===== src/rtl/gpr_access_master_if.sv =====
// Purpose: bundles the command, response and register-file access signals
//          of gpr_access_master.
// Signals:
//   cmd_valid/cmd_ready/cmd_op/cmd_addr/cmd_wdata  command channel
//   rsp_valid/rsp_ready/rsp_data                    response channel
//   gpr_address_in/gpr_address_out/gpr_data_in      to register file
//   gpr_data_out                                    from register file
//   gpr_rd/gpr_wr                                   register file strobes
// Modports: master = controller side, slave = environment side.
interface gpr_access_master_if #(
  parameter int unsigned DATA_W = 14,
  parameter int unsigned ADDR_W = 12
);
  logic              cmd_valid;
  logic              cmd_ready;
  logic              cmd_op;
  logic [ADDR_W-1:0] cmd_addr;
  logic [DATA_W-1:0] cmd_wdata;

  logic              rsp_valid;
  logic              rsp_ready;
  logic [DATA_W-1:0] rsp_data;

  logic [ADDR_W-1:0] gpr_address_in;
  logic [ADDR_W-1:0] gpr_address_out;
  logic [DATA_W-1:0] gpr_data_in;
  logic [DATA_W-1:0] gpr_data_out;
  logic              gpr_rd;
  logic              gpr_wr;

  modport master (
    input  cmd_valid, cmd_op, cmd_addr, cmd_wdata, rsp_ready, gpr_data_out,
    output cmd_ready, rsp_valid, rsp_data,
           gpr_address_in, gpr_address_out, gpr_data_in, gpr_rd, gpr_wr
  );

  modport slave (
    output cmd_valid, cmd_op, cmd_addr, cmd_wdata, rsp_ready, gpr_data_out,
    input  cmd_ready, rsp_valid, rsp_data,
           gpr_address_in, gpr_address_out, gpr_data_in, gpr_rd, gpr_wr
  );
endinterface


===== src/rtl/gpr_access_master.sv =====
// Purpose: initiator-side controller for the general-purpose register file.
//          Accepts read-sum / write commands, sequences gpr_rd / gpr_wr
//          strobes (never both high), and returns read results over a
//          valid/ready response channel. One command outstanding at a time.
// Ports:
//   clk  - clock, rising edge
//   rst  - synchronous active-high reset
//   bus  - gpr_access_master_if.master (command, response, register file)
// Configuration:
//   GPR_WR_ACK_EN - when defined, each write returns a response carrying
//                   the written data; when undefined writes are silent.
module gpr_access_master #(
  parameter int unsigned DATA_W  = 14,
  parameter int unsigned ADDR_W  = 12,
  parameter int unsigned REG_W   = 4,
  parameter int unsigned RD_WAIT = 1
) (
  input  logic                 clk,
  input  logic                 rst,
  gpr_access_master_if.master  bus
);

  localparam int unsigned CNT_W = (RD_WAIT > 1) ? $clog2(RD_WAIT) : 1;

  // Elaboration-time parameter sanity
  if (RD_WAIT < 1) begin : g_bad_rd_wait
    $error("gpr_access_master: RD_WAIT must be >= 1");
  end
  if (ADDR_W != 3 * REG_W) begin : g_bad_addr_w
    $error("gpr_access_master: ADDR_W must equal 3*REG_W");
  end

  typedef enum logic [2:0] {
    IDLE = 3'd0,
    RD   = 3'd1,
    CAP  = 3'd2,
    WR   = 3'd3,
    RSP  = 3'd4
  } state_t;

  state_t            state_q, state_d;
  logic [CNT_W-1:0]  cnt_q, cnt_d;
  logic              cmd_ready_q, cmd_ready_d;
  logic              rsp_valid_q, rsp_valid_d;
  logic [DATA_W-1:0] rsp_data_q, rsp_data_d;
  logic              gpr_rd_q, gpr_rd_d;
  logic              gpr_wr_q, gpr_wr_d;
  logic [ADDR_W-1:0] addr_in_q, addr_in_d;
  logic [ADDR_W-1:0] addr_out_q, addr_out_d;
  logic [DATA_W-1:0] data_in_q, data_in_d;

  // State and output registers
  always_ff @(posedge clk) begin
    if (rst) begin
      state_q     <= IDLE;
      cnt_q       <= '0;
      cmd_ready_q <= 1'b1;
      rsp_valid_q <= 1'b0;
      rsp_data_q  <= '0;
      gpr_rd_q    <= 1'b0;
      gpr_wr_q    <= 1'b0;
      addr_in_q   <= '0;
      addr_out_q  <= '0;
      data_in_q   <= '0;
    end else begin
      state_q     <= state_d;
      cnt_q       <= cnt_d;
      cmd_ready_q <= cmd_ready_d;
      rsp_valid_q <= rsp_valid_d;
      rsp_data_q  <= rsp_data_d;
      gpr_rd_q    <= gpr_rd_d;
      gpr_wr_q    <= gpr_wr_d;
      addr_in_q   <= addr_in_d;
      addr_out_q  <= addr_out_d;
      data_in_q   <= data_in_d;
    end
  end

  // Next-state and next-output logic
  always_comb begin
    state_d     = state_q;
    cnt_d       = cnt_q;
    cmd_ready_d = cmd_ready_q;
    rsp_valid_d = rsp_valid_q;
    rsp_data_d  = rsp_data_q;
    gpr_rd_d    = gpr_rd_q;
    gpr_wr_d    = gpr_wr_q;
    addr_in_d   = addr_in_q;
    addr_out_d  = addr_out_q;
    data_in_d   = data_in_q;

    unique case (state_q)
      IDLE: begin
        if (bus.cmd_valid && cmd_ready_q) begin
          // Address/data registers only ever move on an accepted command
          addr_in_d   = bus.cmd_addr;
          addr_out_d  = bus.cmd_addr;
          data_in_d   = bus.cmd_wdata;
          cmd_ready_d = 1'b0;
          cnt_d       = '0;
          if (bus.cmd_op) begin
            gpr_wr_d = 1'b1;
            state_d  = WR;
          end else begin
            gpr_rd_d = 1'b1;
            state_d  = RD;
          end
        end
      end

      RD: begin
        if (cnt_q == CNT_W'(RD_WAIT - 1)) begin
          cnt_d   = '0;
          state_d = CAP;
        end else begin
          cnt_d = cnt_q + CNT_W'(1);
        end
      end

      CAP: begin
        // Register file already wraps the sum; pass it through untouched
        rsp_data_d  = bus.gpr_data_out;
        gpr_rd_d    = 1'b0;
        rsp_valid_d = 1'b1;
        state_d     = RSP;
      end

      WR: begin
        gpr_wr_d = 1'b0;
`ifdef GPR_WR_ACK_EN
        rsp_valid_d = 1'b1;
        rsp_data_d  = data_in_q;
        state_d     = RSP;
`else
        cmd_ready_d = 1'b1;
        state_d     = IDLE;
`endif
      end

      RSP: begin
        if (rsp_valid_q && bus.rsp_ready) begin
          rsp_valid_d = 1'b0;
          cmd_ready_d = 1'b1;
          state_d     = IDLE;
        end
      end

      default: begin
        state_d     = IDLE;
        cmd_ready_d = 1'b1;
        rsp_valid_d = 1'b0;
        gpr_rd_d    = 1'b0;
        gpr_wr_d    = 1'b0;
      end
    endcase
  end

  assign bus.cmd_ready       = cmd_ready_q;
  assign bus.rsp_valid       = rsp_valid_q;
  assign bus.rsp_data        = rsp_data_q;
  assign bus.gpr_rd          = gpr_rd_q;
  assign bus.gpr_wr          = gpr_wr_q;
  assign bus.gpr_address_in  = addr_in_q;
  assign bus.gpr_address_out = addr_out_q;
  assign bus.gpr_data_in     = data_in_q;

endmodule


===== src/flat_wrapper.sv =====
// flat-port wrapper written by rule: the top's interface ports become plain ports
module gpr_access_master_flat 
#(
  parameter int unsigned DATA_W  = 14,
  parameter int unsigned ADDR_W  = 12,
  parameter int unsigned REG_W   = 4,
  parameter int unsigned RD_WAIT = 1
)
  (clk, rst, bus_cmd_valid, bus_cmd_op, bus_cmd_addr, bus_cmd_wdata, bus_rsp_ready, bus_gpr_data_out, bus_cmd_ready, bus_rsp_valid, bus_rsp_data, bus_gpr_address_in, bus_gpr_address_out, bus_gpr_data_in, bus_gpr_rd, bus_gpr_wr);
  gpr_access_master_if #(.DATA_W(DATA_W), .ADDR_W(ADDR_W)) bus_i ();
  input  logic clk;
  input  logic rst;
  input wire logic [$bits(bus_i.cmd_valid)-1:0] bus_cmd_valid;
  input wire logic [$bits(bus_i.cmd_op)-1:0] bus_cmd_op;
  input wire logic [$bits(bus_i.cmd_addr)-1:0] bus_cmd_addr;
  input wire logic [$bits(bus_i.cmd_wdata)-1:0] bus_cmd_wdata;
  input wire logic [$bits(bus_i.rsp_ready)-1:0] bus_rsp_ready;
  input wire logic [$bits(bus_i.gpr_data_out)-1:0] bus_gpr_data_out;
  output wire logic [$bits(bus_i.cmd_ready)-1:0] bus_cmd_ready;
  output wire logic [$bits(bus_i.rsp_valid)-1:0] bus_rsp_valid;
  output wire logic [$bits(bus_i.rsp_data)-1:0] bus_rsp_data;
  output wire logic [$bits(bus_i.gpr_address_in)-1:0] bus_gpr_address_in;
  output wire logic [$bits(bus_i.gpr_address_out)-1:0] bus_gpr_address_out;
  output wire logic [$bits(bus_i.gpr_data_in)-1:0] bus_gpr_data_in;
  output wire logic [$bits(bus_i.gpr_rd)-1:0] bus_gpr_rd;
  output wire logic [$bits(bus_i.gpr_wr)-1:0] bus_gpr_wr;
  assign bus_i.cmd_valid = bus_cmd_valid;
  assign bus_i.cmd_op = bus_cmd_op;
  assign bus_i.cmd_addr = bus_cmd_addr;
  assign bus_i.cmd_wdata = bus_cmd_wdata;
  assign bus_i.rsp_ready = bus_rsp_ready;
  assign bus_i.gpr_data_out = bus_gpr_data_out;
  assign bus_cmd_ready = bus_i.cmd_ready;
  assign bus_rsp_valid = bus_i.rsp_valid;
  assign bus_rsp_data = bus_i.rsp_data;
  assign bus_gpr_address_in = bus_i.gpr_address_in;
  assign bus_gpr_address_out = bus_i.gpr_address_out;
  assign bus_gpr_data_in = bus_i.gpr_data_in;
  assign bus_gpr_rd = bus_i.gpr_rd;
  assign bus_gpr_wr = bus_i.gpr_wr;
  gpr_access_master #(.DATA_W(DATA_W), .ADDR_W(ADDR_W), .REG_W(REG_W), .RD_WAIT(RD_WAIT)) u_core (.clk(clk), .rst(rst), .bus(bus_i));
endmodule

===== config.mk =====
export PLATFORM = sky130hd
export DESIGN_NAME = gpr_access_master_flat
export DESIGN_NICKNAME = d
export VERILOG_FILES = /design/src/rtl/gpr_access_master_if.sv /design/src/rtl/gpr_access_master.sv /design/src/flat_wrapper.sv
export SDC_FILE = /design/constraint.sdc
export NUM_CORES = 1
export LEC_CHECK = 0
export BUFFER_PORTS_ARGS = -buffer_cell sky130_fd_sc_hd__buf_2
export CAP_MARGIN = 5
export CORE_ASPECT_RATIO = 1.5
export CORE_MARGIN = 5
export CORE_UTILIZATION = 44
export CTS_CLUSTER_SIZE = 28
export DETAILED_ROUTE_END_ITERATION = 6
export PLACE_DENSITY = 0.84
export SYNTH_ARGS = -nofsm -noshare
export SYNTH_HDL_FRONTEND = slang
export SYNTH_SLANG_ARGS = --single-unit

===== constraint.sdc =====
create_clock -name clk -period 1.9 [get_ports clk]
set_clock_uncertainty 0.05 [all_clocks]
set_input_delay 0.57 -clock clk [delete_from_list [all_inputs] [get_ports clk]]
set_output_delay 0.57 -clock clk [all_outputs]
set_load 0.02 [all_outputs]

-- After elaboration in Yosys (flattened, before gate mapping)
Cells that the tools add are included.
- add/sub/neg operators: 1
- eq/ne operators: 9
- mux-type cells: 18
- bitwise operators: 4
- reductions and logical operators: 15
- operators with widths (cell ; number):
    $pmux 3 s4 ; 1
    $reduce_and 3->1 ; 4
    $mux 3 ; 3
    $reduce_or 3->1 ; 3
    $mux 1 ; 8
    $eq 3x2->1 const B ; 2
    $ne 2x2->1 const B ; 3
    $pmux 1 s2 ; 3
    $pmux 1 s3 ; 2
    $reduce_and 2->1 ; 3
    $ne 2x1->1 const B ; 2
    $not 1->1 ; 4
    $eq 3x1->1 const B ; 1
    $eq 3x3->1 const B ; 1
    $logic_not 3->1 ; 1
    $logic_and 1x1->1 ; 2
    $mux 2 ; 1
    $reduce_bool 2->1 ; 1
    $reduce_or 2->1 ; 1
    $add 1x1->1 const B ; 1
- flip-flop bits (word level): 48
- logic and storage cells: 56

-- Longest topological paths before layout
- depth in word-level cells: 4
- gate-level depth with buffers: 7
- mapped depth without buffers: 4

-- Least setup slack after synthesis
OpenSTA, ideal clock, no wires.
- path type: input to register
- from: in bus_cmd_valid
- to: reg u_core.addr_out_q[10] (netlist: u_core.bus.gpr_address_out[10])
- library setup time: 132 ps
- arrival time: 1480 ps
- required time: 1718 ps
- path slack: 238 ps
- cell stages on the path: 6
- path buffers: 2
- path through: nand2_1 > or4_4 > buf_6 > buf_6 > nand2_1 > a21oi_1
- longest elaborated chain between the ends: 2
- RTL lines (what ; line ; source):
    start: declaration ; flat_wrapper.sv:13 ; input wire logic [$bits(bus_i.cmd_valid)-1:0] bus_cmd_valid;
    $logic_and 1x1->1 ; gpr_access_master.sv:94 ; if (bus.cmd_valid && cmd_ready_q) begin
    $reduce_and 2->1 (no source line) ; - ;
    end signal: assignment ; gpr_access_master.sv:74 ; addr_out_q <= addr_out_d;
    end: declaration ; gpr_access_master.sv:49 ; logic [ADDR_W-1:0] addr_out_q, addr_out_d;
Every way passes these cells.
A chain may end at the register's enable or synchronous reset.

-- Worst setup path in the final report
- from: reg u_core.state_q[2]
- to: reg u_core.addr_out_q[9] (netlist: u_core.bus.gpr_address_out[9])
- longest elaborated chain between the ends: 2
- RTL lines (what ; line ; source):
    start: declaration ; gpr_access_master.sv:41 ; state_t state_q, state_d;
    start signal: assignment ; gpr_access_master.sv:66 ; state_q <= state_d;
    $logic_not 3->1 ; gpr_access_master.sv:92 ; unique case (state_q)
    $reduce_and 2->1 (no source line) ; - ;
Every way passes these cells.

==> metrics.yaml <==
min_path:
  worstHoldStart: "u_core.bus.rsp_data[0]$_SDFFE_PP0N_"
  hp-class: "reg -> reg"
  hold-path-endpoint: "u_core.bus.rsp_data[0]$_SDFFE_PP0N_"
  holdPathStages: 2
worst_setup_path:
  worstReg2RegEnd: "u_core.bus.gpr_address_out[9]$_SDFFE_PP0P_"
  r2r_start: "u_core.state_q[2]$_SDFFE_PP0P_"
  reg2regPathDepth: 3
  cp_max_fo: 27
  crit_type: "reg -> reg"
  worstPathArrival_ps: 1680
  r2r_slack_ps: 340
  critPathRequiredTime_ps: 2010
  worstSetupEndpointType: "flip-flop"
  start_kind: "flip-flop"
drt:
  vias: 1732
  drc_errors: 0
  drt_first_iter_violations: 46
  avgViaCountPerCell: 4.85
  drt-total-wl_um: 4280
  wl_per_cell_um: 12.0
  dr.pass1.iters: 4
  ant_nets: 0
pwr:
  leakage_nw: 1.12
  irDropWorstVdd_mv: 0.756
  powerDensity_mw_per_mm2: 994
global_route:
  overflow: 0
  met1_usage_pct: 15.5
  grt_pass1_wl_um: 7180
  grt_use_met3_pct: 6.29
  grt_use_met2_pct: 29.4
  first_global_vias: 1658
  grt_max_degree: 28
  top_usage_layer: "met2"
  track_usage_pct: 15.8
  antenna_found_initial: 0
clocking:
  cts.clk_slew.worst_paths_ps: 80
  cts_buffers: 5
  cts_max_level: 2
  cts_setup_buffers: 0
  clock_latency_ps: 290
  cts_hold_buf: 0
  cts_sinks: 47
  cts_tree: "done"
  root_buffer: "clkbuf_8"
  ctsResizeCount: 0
  cts_max_path_buffers: 2
timing:
  hold_viol: 0
  finalMaxSlewViolations: 0
  setup_viol: 0
  rsz0062_at_grt: "false"
  period_share_pct: 82.3
  worst_slew_pin_slew_ps: 486
  slew_headroom_pct: 67.6
  period_needed_ps: 1560
  tns_ps: 0
  fmax_ghz: 0.639
placement:
  place_congestion: 0.774
  dp_hpwl_um: 3290
  port_buffers: 100
cells_and_area:
  syn2layout_area_growth_pct: 27.6
  diodes: 0
  post-route-util_pct: 56.9
  final_net_count: 356
  drive_gt1_share_pct: 36.7
synthesis:
  syn_area_sq_mm: 0.00185
  async_flop_share_pct: 0
  synth-main-ff-cell: "dfxtp_1"
  synth.distinct_cells: 22
  syn_nets: 273
  avgSynthCellArea_sq_um: 8.09
  yosysSeqAreaShare_pct: 51.0
  synthesis.instances: 228
  synth_warnings: 0
  synth_edf_count: 0
  synth_seq_cells: 47
die:
  die_h_um: 89.3
  pin_count: 101
  core_area_sq_mm: 0.00414
  initial_core_util_pct: 44.6
  die_w_um: 62.9
  die_area_sq_mm: 0.00562
  rows: 29
status:
  status: "completed"
job:
  cap_violations: 0
## critical path: stages, from the launching register on
cell     delay [ps]
dfxtp_1         440
or4_4           740
nand2_1         130
a21oi_1          60
## placed cells by master, fill, tap and decap left out, drive strengths merged, types with 2 or more instances in the layout
master and instances:
a21oi 43, nand2 85, o21ai 3, nor2 7, clkbuf 6, nor4 3
buf 104, dfxtp 47, a211oi 2
## flip-flops by register name, indices dropped and copies added, names as in the netlist
name	count
u_core.bus.rsp_valid	1
u_core.bus.gpr_wr	1
u_core.bus.gpr_rd	1
u_core.bus.gpr_address_out	12
u_core.bus.rsp_data	14
u_core.bus.gpr_data_in	14
u_core.state_q	3
u_core.bus.cmd_ready	1
## metrics by stage
| step | std cells | instance area (sq um) | setup slack (ps) | hold WS (ps) | power, mW |
|---|---|---|---|---|---|
| after floorplan | 228 | 1850 | 238 | 476 | 1.54 |
| after global placement | 350 | 2250 | 192 | 389 | 1.67 |
| after detailed placement | 350 | 2250 | 170 | 396 | 1.68 |
| after CTS | 357 | 2350 | 324 | 409 | 2.38 |
| after global routing | 357 | 2350 | 179 | 431 | 2.49 |
| final | 357 | 2350 | 336 | 409 | 2.34 |
## kinds of logic (layout without fill, tap and decap cells)
group                  after synthesis  after routing  synth area share (%)
and+or+nand+nor                    100            100                  22.4
AOI/OAI and AO/OA                   51             51                  14.6
DFF                                 47             47                  51.0
buffers and inverters               29            112                  11.4
muxes                                1              1                 0.610
## where the power goes
part / total [mW] / internal [mW] / switching (mW)
Combinational: 0.522 / 0.199 / 0.323
Clock: 0.691 / 0.386 / 0.306
Sequential: 1.13 / 1.07 / 0.0604
Total: 2.34 / 1.65 / 0.690
## worst max-delay path by stage
stage	endpoint	slack [ps]	cells after the start	startpoint
after global routing	u_core.bus.rsp_data[8]$_SDFFE_PP0N_	180	4	u_core.state_q[2]$_SDFFE_PP0P_
after global placement	u_core.bus.gpr_address_out[10]$_SDFFE_PP0P_	190	5	bus_cmd_valid
after CTS	u_core.bus.gpr_address_out[9]$_SDFFE_PP0P_	320	3	u_core.state_q[2]$_SDFFE_PP0P_
after detailed placement	u_core.bus.gpr_address_out[3]$_SDFFE_PP0P_	170	5	bus_cmd_valid
final	u_core.bus.gpr_address_out[9]$_SDFFE_PP0P_	340	3	u_core.state_q[2]$_SDFFE_PP0P_
after floorplan	u_core.bus.gpr_address_out[10]$_SDFFE_PP0P_	240	6	bus_cmd_valid
## final cells by class
class | count | area, sq um
fillers | 394 | 1780
flip-flops and latches | 47 | 941
inverters | 1 | 3.75
multi-input cells | 152 | 694
clock buffers | 6 | 72.6
well taps | 46 | 57.6
repair buffers | 104 | 556
clock inverters | 1 | 30.0
## synth_stat cells, types with 2 or more instances
library cell  count  area (sq um)
clkbuf_1          6          22.5
buf_6             7          78.8
o21ai_0           3          15.0
nand2_1          85           319
nor4_1            2          12.5
nor2_1            7          26.3
buf_2             3          15.0
buf_4            12          90.1
a21oi_1          43           215
a211oi_1          2          15.0
dfxtp_1          47           941
## layer usage
layer  wire [um]  share of wire [%]  up-vias
met3         418                9.8        4
met4          46                1.1        0
li1            -                  -      891
met1        1550                 36      768
met2        2260                 53       69
met5           0                  0        -
No activity file was read; power rests on OpenSTA's default activity.
